===== src/rtl/fwd_hazard_ctrl.sv =====
// Forwarding and load-use hazard controller for a 5-stage MIPS pipeline.
// Shadows EX/MEM/WB destination info and drives ALU operand mux selects plus the IF/ID stall.
module fwd_hazard_ctrl #(
  parameter int REG_W = 5,
  parameter int CNT_W = 16
) (
  input  logic             clk,
  input  logic             rst_n,
  input  logic [REG_W-1:0] id_rs,
  input  logic [REG_W-1:0] id_rt,
  input  logic             id_uses_rt,
  input  logic [REG_W-1:0] id_dst,
  input  logic             id_reg_write,
  input  logic             id_mem_read,
  input  logic             flush,
  output logic [1:0]       forward_a,
  output logic [1:0]       forward_b,
  output logic             stall,
  output logic [CNT_W-1:0] stall_count
);

  localparam logic [1:0] FWD_RF  = 2'b00;
  localparam logic [1:0] FWD_MEM = 2'b01;
  localparam logic [1:0] FWD_WB  = 2'b10;

  logic [REG_W-1:0] ex_rs;
  logic [REG_W-1:0] ex_rt;
  logic [REG_W-1:0] ex_dst;
  logic             ex_reg_write;
  logic             ex_mem_read;

  logic [REG_W-1:0] mem_dst;
  logic             mem_reg_write;
  logic             mem_mem_read;

  logic [REG_W-1:0] wb_dst;
  logic             wb_reg_write;

  logic             bubble;
  logic             ex_load_live;
  logic             rs_dep;
  logic             rt_dep;
  logic             mem_fwd_ok;
  logic             wb_fwd_ok;

  // A load still in EX has no data yet; only the MEM/WB copies can be forwarded.
  assign ex_load_live = ex_mem_read && (ex_dst != '0);
  assign rs_dep       = (ex_dst == id_rs);
  assign rt_dep       = id_uses_rt && (ex_dst == id_rt);

  always_comb begin
    stall = 1'b0;
    if (ex_load_live && (rs_dep || rt_dep) && !flush) begin
      stall = 1'b1;
    end
  end

  assign bubble = stall || flush;

  assign mem_fwd_ok = mem_reg_write && !mem_mem_read && (mem_dst != '0);
  assign wb_fwd_ok  = wb_reg_write && (wb_dst != '0);

  // MEM is checked first so the newest producer wins.
  always_comb begin
    forward_a = FWD_RF;
    if (mem_fwd_ok && (mem_dst == ex_rs)) begin
      forward_a = FWD_MEM;
    end else if (wb_fwd_ok && (wb_dst == ex_rs)) begin
      forward_a = FWD_WB;
    end
  end

  always_comb begin
    forward_b = FWD_RF;
    if (mem_fwd_ok && (mem_dst == ex_rt)) begin
      forward_b = FWD_MEM;
    end else if (wb_fwd_ok && (wb_dst == ex_rt)) begin
      forward_b = FWD_WB;
    end
  end

  always_ff @(posedge clk or negedge rst_n) begin
    if (!rst_n) begin
      ex_rs        <= '0;
      ex_rt        <= '0;
      ex_dst       <= '0;
      ex_reg_write <= 1'b0;
      ex_mem_read  <= 1'b0;
    end else if (bubble) begin
      ex_rs        <= '0;
      ex_rt        <= '0;
      ex_dst       <= '0;
      ex_reg_write <= 1'b0;
      ex_mem_read  <= 1'b0;
    end else begin
      ex_rs        <= id_rs;
      ex_rt        <= id_rt;
      ex_dst       <= id_dst;
      ex_reg_write <= id_reg_write;
      ex_mem_read  <= id_mem_read;
    end
  end

  // Downstream stages never back-pressure, so MEM and WB always advance.
  always_ff @(posedge clk or negedge rst_n) begin
    if (!rst_n) begin
      mem_dst       <= '0;
      mem_reg_write <= 1'b0;
      mem_mem_read  <= 1'b0;
      wb_dst        <= '0;
      wb_reg_write  <= 1'b0;
    end else begin
      mem_dst       <= ex_dst;
      mem_reg_write <= ex_reg_write;
      mem_mem_read  <= ex_mem_read;
      wb_dst        <= mem_dst;
      wb_reg_write  <= mem_reg_write;
    end
  end

  always_ff @(posedge clk or negedge rst_n) begin
    if (!rst_n) begin
      stall_count <= '0;
    end else if (stall && (stall_count != '1)) begin
      stall_count <= stall_count + 1'b1;
    end
  end

endmodule


===== config.mk =====
export PLATFORM = sky130hd
export DESIGN_NAME = fwd_hazard_ctrl
export DESIGN_NICKNAME = d
export VERILOG_FILES = /design/src/rtl/fwd_hazard_ctrl.sv
export SDC_FILE = /design/constraint.sdc
export NUM_CORES = 1
export LEC_CHECK = 0
export BUFFER_PORTS_ARGS = -buffer_cell sky130_fd_sc_hd__buf_2
export CAP_MARGIN = 25
export CELL_PAD_IN_SITES_DETAIL_PLACEMENT = 1
export CELL_PAD_IN_SITES_GLOBAL_PLACEMENT = 2
export CORE_MARGIN = 3
export CORE_UTILIZATION = 36
export DETAILED_ROUTE_END_ITERATION = 10
export GPL_TIMING_DRIVEN = 0
export PLACE_DENSITY_LB_ADDON = 0.1
export SYNTH_ARGS = -nofsm -noshare
export SYNTH_HDL_FRONTEND = slang
export SYNTH_SLANG_ARGS = --single-unit

===== constraint.sdc =====
create_clock -name clk -period 2.6 [get_ports clk]
set_clock_uncertainty 0.2 [all_clocks]
set_input_delay 0.26 -clock clk [delete_from_list [all_inputs] [get_ports clk]]
set_output_delay 0.26 -clock clk [all_outputs]
set_load 0.02 [all_outputs]

-- After elaboration in Yosys (flattened, before gate mapping)
Index checks and enable logic that the tools add are counted.
W data, S select, Z words.
- muxes and demuxes: 10
- add/subtract/negate cells: 1
- equal/unequal tests: 7
- reductions and logical operators: 19
- operators by type and width (kind ; number):
    $eq A5 B5 Y1 ; 6
    $add A16 B1 Y16 const B ; 1
    $ne A16 B16 Y1 const B ; 1
    $mux W5 ; 3
    $reduce_bool A5 Y1 ; 3
    $logic_and A1 B1 Y1 ; 12
    $mux W2 ; 4
    $mux W1 ; 3
    $logic_not A1 Y1 ; 2
    $logic_or A1 B1 Y1 ; 2
- register bits after elaboration: 46
- output and inout port bits: 21
- logic and storage cells: 48
- input bits: 21

-- Longest topological paths before layout
Gate-level depths: netlist of run 1.
- depth in word-level cells: 8
- depth in mapped cells: 7
- depth with buffers taken out: 6

-- Worst setup path after synthesis of run 1
No wires, ideal clock.
- path kind: register -> output
- start point: register mem_dst[1]
- end point: output port forward_a[1]
- slack: 124 ps
- arrival time: 2016 ps
- required time: 2140 ps
- buffers on the path: 0
- cell stages (with the launch flop): 5
- path through: dfrtp_1 > or4_1 > o21ai_0 > nor4_1 > nor4_1
- cells in the longest elaborated chain, start to end: 4
- elaborated cells between the ends (all ways): 5
- those cells by class: eq/ne (1); mux (1); reduce/logical (3)
- RTL lines (what ; RTL line ; RTL):
    start, declared ; 32 ; logic [REG_W-1:0] mem_dst;
    start signal, assigned ; 113 ; mem_dst <= ex_dst;
    $reduce_bool A5 Y1 ; 60 ; assign mem_fwd_ok = mem_reg_write && !mem_mem_read && (mem_dst != '0);
    $logic_and A1 B1 Y1 ; 60 ;
    $logic_and A1 B1 Y1 (*) ; 66 ; if (mem_fwd_ok && (mem_dst == ex_rs)) begin
    $mux W2 (*) ; 66 ;
    end, declared ; 16 ; output logic [1:0] forward_a,
Every way passes the cells marked *; elsewhere a longest branch is shown, timed or not.

-- Worst setup path after layout of run 1
- start point: input port id_rs[2]
- end point: output port stall
- cells in the longest elaborated chain, start to end: 5
- RTL lines (what ; RTL line ; RTL):
    start, declared ; 9 ; input logic [REG_W-1:0] id_rs,
    $eq A5 B5 Y1 ; 48 ; assign rs_dep = (ex_dst == id_rs);
    $logic_or A1 B1 Y1 ; 53 ; if (ex_load_live && (rs_dep || rt_dep) && !flush) begin
    $logic_and A1 B1 Y1 (2 in a row) ; 53 ;
    $mux W1 ; 53 ;
    end, declared ; 18 ; output logic stall,
No other way between the ends.

==> results.sh, run 1 <==
export IMPL_crit_buf_inv=4
export IMPL_detail_route_antenna_nets=0
export IMPL_cts_num_sinks=46
export IMPL_grt_overflow_total=0
export IMPL_syn_to_final_growth_pct=27.06
export IMPL_worstSetupEndpointType="output pin"
export IMPL_numCtsBuffers=5
export IMPL_fmax_mhz=399.1
export IMPL_avgSynthCellArea_sq_um=11.98
export IMPL_p_total_mw=1.423
export IMPL_grt_usage=0.1589
export IMPL_async_reset_ff_frac=1.000
export IMPL_maxSlewViolCount=0
export IMPL_drt_wl_total_um=5190
export IMPL_row_count=28
export IMPL_synth_edf_count=0
export IMPL_synthTopCellsByArea="dfrtp_1 52%, xor2_1 14%, and2_1 5.1%"
export IMPL_cp_max_fo=10
export IMPL_p_leak_nw=1.352
export IMPL_final_util=0.4754
export IMPL_synth_top_flop_cell="dfrtp_1"
export IMPL_path_cells="dlygate4sd3_1 > buf_2 > xor2_1 > nor3_1 > a32oi_4 > buf_6 > nor3_1 > buf_2"
export IMPL_fillers=679
export IMPL_critPathTopFamily="buffers and inverters"
export IMPL_core_area_sq_mm=0.005956
export IMPL_peakVddDrop_uv=293.1
export IMPL_viasPerCell=5.021
export IMPL_final_cell_mix="46 x dfrtp_1, 41 x buf_2, 35 x xor2_1, 18 x and2_1, 18 x dlygate4sd3_1"
export IMPL_final_common_cell="dfrtp_1"
export IMPL_setup_tns_ns=0
export IMPL_worst_r2r_cell_count=6
export IMPL_cts_tree="built"
export IMPL_yosysTopAreaCell="dfrtp_1"
export IMPL_run_status="completed"
export IMPL_setup_violations=0
export IMPL_clk_pin_slew_ns=0.09
export IMPL_grt_antenna_before_repair=0
export IMPL_syn_inst=186
export IMPL_ys_warn_count=0
export IMPL_cellPowerDensity_mw_per_mm2=502.7
export IMPL_min_period_ns=2.506
export IMPL_cp_slowest_stage_delay_ns=0.54
export IMPL_grt_max_degree=47
export IMPL_hpwl_um=3914
export IMPL_antenna_cells=0
export IMPL_multiInputGateArea_sq_mm=0.001044
export IMPL_fin_crit_sh=0.9637
export IMPL_syn_area_sq_mm=0.002228
export IMPL_cp_required_ns=2.14
export IMPL_drt_iter0_drc=65
export IMPL_nets=276
export IMPL_num_vias=1657
export IMPL_cap_violations=0
export IMPL_portBuffers=41
export IMPL_rsz0062_at_grt="no"
export IMPL_num_io_pins=42
export IMPL_cp_start_kind="input port"
export IMPL_drive_gt1_frac=0.2627
export IMPL_hold_slack_ns=0.1514
export IMPL_regArea_sq_mm=0.001151
export IMPL_crit_arrival_ns=2.05
export IMPL_path_class="input port to output pin"
export IMPL_synthDistinctLibCells=32
export IMPL_setup_ws_ns=0.09428
export IMPL_worst_slew_pin_slew_ns=0.6481
export IMPL_die_x_um=84.68
export IMPL_synth_seq_cells=46
export IMPL_hold_class="input port to async pin"
export IMPL_slowest_stage="dlygate4sd3_1"
export IMPL_clock_latency_ns=0.30
export IMPL_route_detailed_drc=0
export IMPL_clock_path_buffers=2
export IMPL_post_place_ws_ns=0.2007
export IMPL_final_hold_viol_count=0
export IMPL_die_area_sq_mm=0.007170
export IMPL_path_depth=8
export IMPL_die_h_um=84.68
export IMPL_grt_pass1_wl_um=9011
export IMPL_grt_pass1_vias=1779
export IMPL_ys_seq_area_frac=0.5166
export IMPL_dr_pass1_iters=4
export IMPL_start_util=0.3742
export IMPL_cts_htree_levels=2
export IMPL_root_buffer="clkbuf_8"
export IMPL_syn_nets=208
export IMPL_wl_per_cell_um=15.73
export IMPL_synth_top_area_share=0.5166
export IMPL_gp_congestion=0.8090
export IMPL_slew_headroom=0.5679
## repair_timing
action | in CTS | in global routing
buffers inserted | 1 | 0
endpoints found under the setup margin | 3 | 3
hold endpoints to repair | 61 | 2
pin swaps | 1 | 2
hold buffers | 16 | 2
gates resized for setup | 1 | 1
## cell type report
cell class                 count  share of cell area
sequential                    46              0.4065
multi-input combinational    135              0.3685
timing repair buffer          61              0.1458
tap                           75             0.03314
clock buffer                   5             0.02430
buffer                         5             0.01326
clock inverter                 3            0.008396
## registers in the layout (all words and copies together) (netlist names)
name	flops
ex_reg_write	1
ex_rs	5
wb_reg_write	1
ex_dst	5
mem_reg_write	1
wb_dst	5
mem_dst	5
mem_mem_read	1
ex_mem_read	1
ex_rt	5
stall_count	16
## cell families (layout without fill, tap and decap cells)
logic type               count (synthesis)  in the layout  share of synthesized area
AO/OA/AOI/OAI                            9              9                    0.03650
XOR/XNOR                                42             42                     0.1651
adder cells (fa/ha/maj)                  1              1                   0.005614
buffers and inverters                    5             74                    0.01684
flip-flops                              46             46                     0.5166
multiplexers                             4              4                    0.02021
AND/OR/NAND/NOR                         79             79                     0.2392
## metrics by stage
step	cell area, sq um	std cells
6_report	2831	330
5_1_grt	2831	330
4_1_cts	2788	327
3_5_place_dp	2527	302
3_3_place_gp	2527	302
2_1_floorplan	2228	186
## synthesized netlist by cell type (all sizes together) (2+ instances only)
library cell and n:
dfrtp 46, xor2 35, and2 18, nor4 15, nor3 10, or4 9
nand2 8, nand3 7, xnor2 7, buf 4, mux2 4, o21ai 4
nand3b 2, nand4 2, nor2 2, or3 2
## path summary, 6_finish.rpt
kind	startpoint	end	slack (ns)
min in group clk	ex_reg_write	mem_reg_write	0.17
min	rst_n	stall_count[3]	0.15
min reg2reg	ex_reg_write	mem_reg_write	0.17
max in group asynchronous	rst_n	ex_rt[4]	1.58
max	id_rs[2]	stall	0.09
max reg2reg	stall_count[0]	stall_count[14]	0.23
## where the power goes
group          switching [mW]  internal, mW
combinational          0.0927        0.0887
clock                   0.263         0.193
sequential             0.0385         0.748
## per-layer routing
layer | vias to the layer above | GRT usage | share of wire
li1 | 793 | - | -
met1 | 828 | 0.2244 | 0.49
met2 | 31 | 0.2434 | 0.46
met3 | 5 | 0.03435 | 0.032
met4 | 0 | 0.05180 | 0.014
met5 | - | 0 | 0
## worst reg2reg max path: cells and delay by family (launching register included)
family / cells / cell delay (ns)
adders and majority gates: 1 / 0.21
DFF: 1 / 0.42
muxes: 1 / 0.37
and+or+nand+nor: 4 / 1.07
(Power assumes the default switching activity.)
==> run 2, diff against run 1 <==
--- a/config.mk
+++ b/config.mk
@@ -5,8 +5,8 @@
 export SDC_FILE = /design/constraint.sdc
 export NUM_CORES = 1
 export LEC_CHECK = 0
-export BUFFER_PORTS_ARGS = -buffer_cell sky130_fd_sc_hd__buf_2
-export CAP_MARGIN = 25
+export BUFFER_PORTS_ARGS = -buffer_cell sky130_fd_sc_hd__clkbuf_2
+export CAP_MARGIN = 0
 export CELL_PAD_IN_SITES_DETAIL_PLACEMENT = 1
 export CELL_PAD_IN_SITES_GLOBAL_PLACEMENT = 2
 export CORE_MARGIN = 3
==> run 2 against run 1 <==
Net effect:
- the run now ends with negative hold slack left
- utilization down 0.97 points
- worst setup slack improved by 0.011 ns
- hold slack worse by 0.18 ns
- non-clock buffer count decreased by 9
- sequential power hardly changed
- fmax increased by 0.45%
- power up 4.7%
- combinational power is 4% lower
- register-to-register slack better by 0.02 ns
- critical path depth unchanged
- sequential cell count unchanged
- first-iteration DRC count shrank 11%
==> results.sh, run 2 (synthesis results as in run 1) <==
export IMPL_gp_congestion=0.8090
export IMPL_post_place_ws_ns=0.2128
export IMPL_run_status="complete, but fails checks"
export IMPL_r2r_end="stall_count[14]"
export IMPL_final_common_cell="dfrtp_1"
export IMPL_cap_violations=0
export IMPL_hold_slack_ns=-0.02957
export IMPL_failed_checks="negative hold slack"
export IMPL_grt_usage=0.1603
export IMPL_largest_register_ffs=16
export IMPL_slew_headroom=0.2470
export IMPL_largest_register="stall_count"
export IMPL_numCtsBuffers=5
export IMPL_worst_r2r_cell_count=6
export IMPL_drt_wl_total_um=5208
export IMPL_cp_start_kind="input port"
export IMPL_crit_arrival_ns=2.03
export IMPL_viasPerCell=5.044
export IMPL_place_area_sq_mm=0.002527
export IMPL_final_hold_viol_count=46
export IMPL_dr_pass1_iters=4
export IMPL_cts_num_sinks=46
export IMPL_p_leak_nw=1.310
export IMPL_clock_latency_ns=0.30
export IMPL_core_area_sq_mm=0.005956
export IMPL_hold_class="input port to async pin"
export IMPL_cp_slowest_stage_delay_ns=0.54
export IMPL_p_total_mw=1.490
export IMPL_stdcell_area_sq_mm=0.002774
export IMPL_fin_crit_sh=0.9595
export IMPL_cts_tree="built"
export IMPL_cellPowerDensity_mw_per_mm2=537.3
export IMPL_grt_antenna_before_repair=0
export IMPL_worstSetupEndpointType="output pin"
export IMPL_num_vias=1619
export IMPL_drive_gt1_frac=0.2805
export IMPL_setup_tns_ns=0
export IMPL_die_h_um=84.68
export IMPL_r2r_start="ex_dst[2]"
export IMPL_cp_max_fo=10
export IMPL_grt_pass1_vias=1768
export IMPL_detail_route_antenna_nets=0
export IMPL_fmax_mhz=400.9
export IMPL_rsz0062_at_grt="no"
export IMPL_clock_path_buffers=2
export IMPL_clk_pin_slew_ns=0.09
export IMPL_maxSlewViolCount=0
export IMPL_r2r_slack_ns=0.25
export IMPL_setup_violations=0
export IMPL_portBuffers=41
export IMPL_min_period_ns=2.495
export IMPL_hpwl_um=3890
export IMPL_die_area_sq_mm=0.007170
export IMPL_final_cell_mix="46 x dfrtp_1, 38 x clkbuf_2, 35 x xor2_1, 18 x and2_1, 10 x dlygate4sd3_1"
export IMPL_start_util=0.3742
export IMPL_drt_iter0_drc=58
export IMPL_slowest_stage="dlygate4sd3_1"
export IMPL_path_cells="dlygate4sd3_1 > clkbuf_2 > xor2_1 > nor4_4 > a32oi_4 > buf_6 > nor3_2 > buf_2"
export IMPL_syn_to_final_growth_pct=24.48
export IMPL_die_x_um=84.68
export IMPL_route_detailed_drc=0
export IMPL_num_io_pins=42
export IMPL_wl_per_cell_um=16.22
export IMPL_setup_ws_ns=0.1054
export IMPL_row_count=28
export IMPL_grt_max_degree=47
export IMPL_peakVddDrop_uv=234.2
export IMPL_cp_required_ns=2.14
export IMPL_nets=267
export IMPL_worst_slew_pin_slew_ns=1.130
export IMPL_root_buffer="clkbuf_8"
export IMPL_grt_overflow_total=0
export IMPL_antenna_cells=0
export IMPL_cts_htree_levels=2
export IMPL_grt_pass1_wl_um=9101
export IMPL_path_class="input port to output pin"
==> run 2: cell types whose count changed in the layout (fill, tap and decap cells not counted), sizes merged <==
cell | before | now
buf | 47 | 8
clkbuf | 6 | 45
bufinv | 0 | 1
inv | 1 | 0
dlygate4sd3 | 18 | 10
clkinvlp | 2 | 1
==> run 2: critical path: cells and delay by family <==
family	cells	cell delay (ns)
buf+inv	4	1.03
xor+xnor	1	0.16
simple gates	2	0.42
compound gates	1	0.16
==> run 2: per-stage QoR <==
| stage | cells | utilization |
|---|---|---|
| 6_report | 321 | 0.4658 |
| 3_3_place_gp | 302 | 0.4244 |
| 3_5_place_dp | 302 | 0.4244 |
| 2_1_floorplan | 186 | - |
| 4_1_cts | 320 | 0.4592 |
| 5_1_grt | 321 | 0.4658 |
==> run 2: area by class of cell <==
type                            instances  area [sq um]
Buffer                                  5         37.54
Clock buffer                            6         72.57
Sequential cell                        46          1151
Clock inverter                          2         37.54
Fill cell                             665          3182
Tap cell                               75         93.84
Multi-Input combinational cell        135          1066
Timing Repair Buffer                   52         315.3
==> run 2: where the power goes <==
group          leakage (nW)  switching [mW]  internal, mW
sequential            0.609          0.0370         0.748
combinational         0.649          0.0940        0.0787
clock                0.0514           0.246         0.287
==> run 2: timing repair <==
| item | in CTS | in global routing |
|---|---|---|
| gates cloned | 0 | 0 |
| hold buffers | 9 | 1 |
| gates resized for setup | 1 | 9 |
| endpoints found under the setup margin | 3 | 5 |
| setup buffers | 1 | 0 |
| hold endpoints to repair | 9 | 1 |
| pin swaps | 1 | 1 |
==> run 2: layer usage <==
layer  GRT usage  wire length (um)  vias to the layer above
li1            -                 -                      775
met1      0.2324              2511                      801
met2      0.2377              2396                       36
met3     0.03631               209                        7
met4     0.05180                91                        0
met5           0                 0                        -
==> run 2: worst max-delay path by stage <==
stage                         from              end  slack (ns)  cells past startpoint
floorplan               mem_dst[1]     forward_a[1]        0.12                      4
global placement    stall_count[0]  stall_count[14]        0.26                      6
detailed placement  stall_count[0]  stall_count[14]        0.21                      6
CTS                       id_rt[4]            stall        0.02                      8
global route            mem_dst[1]     forward_b[1]       0.001                      5
finish                    id_rt[4]            stall        0.11                      8
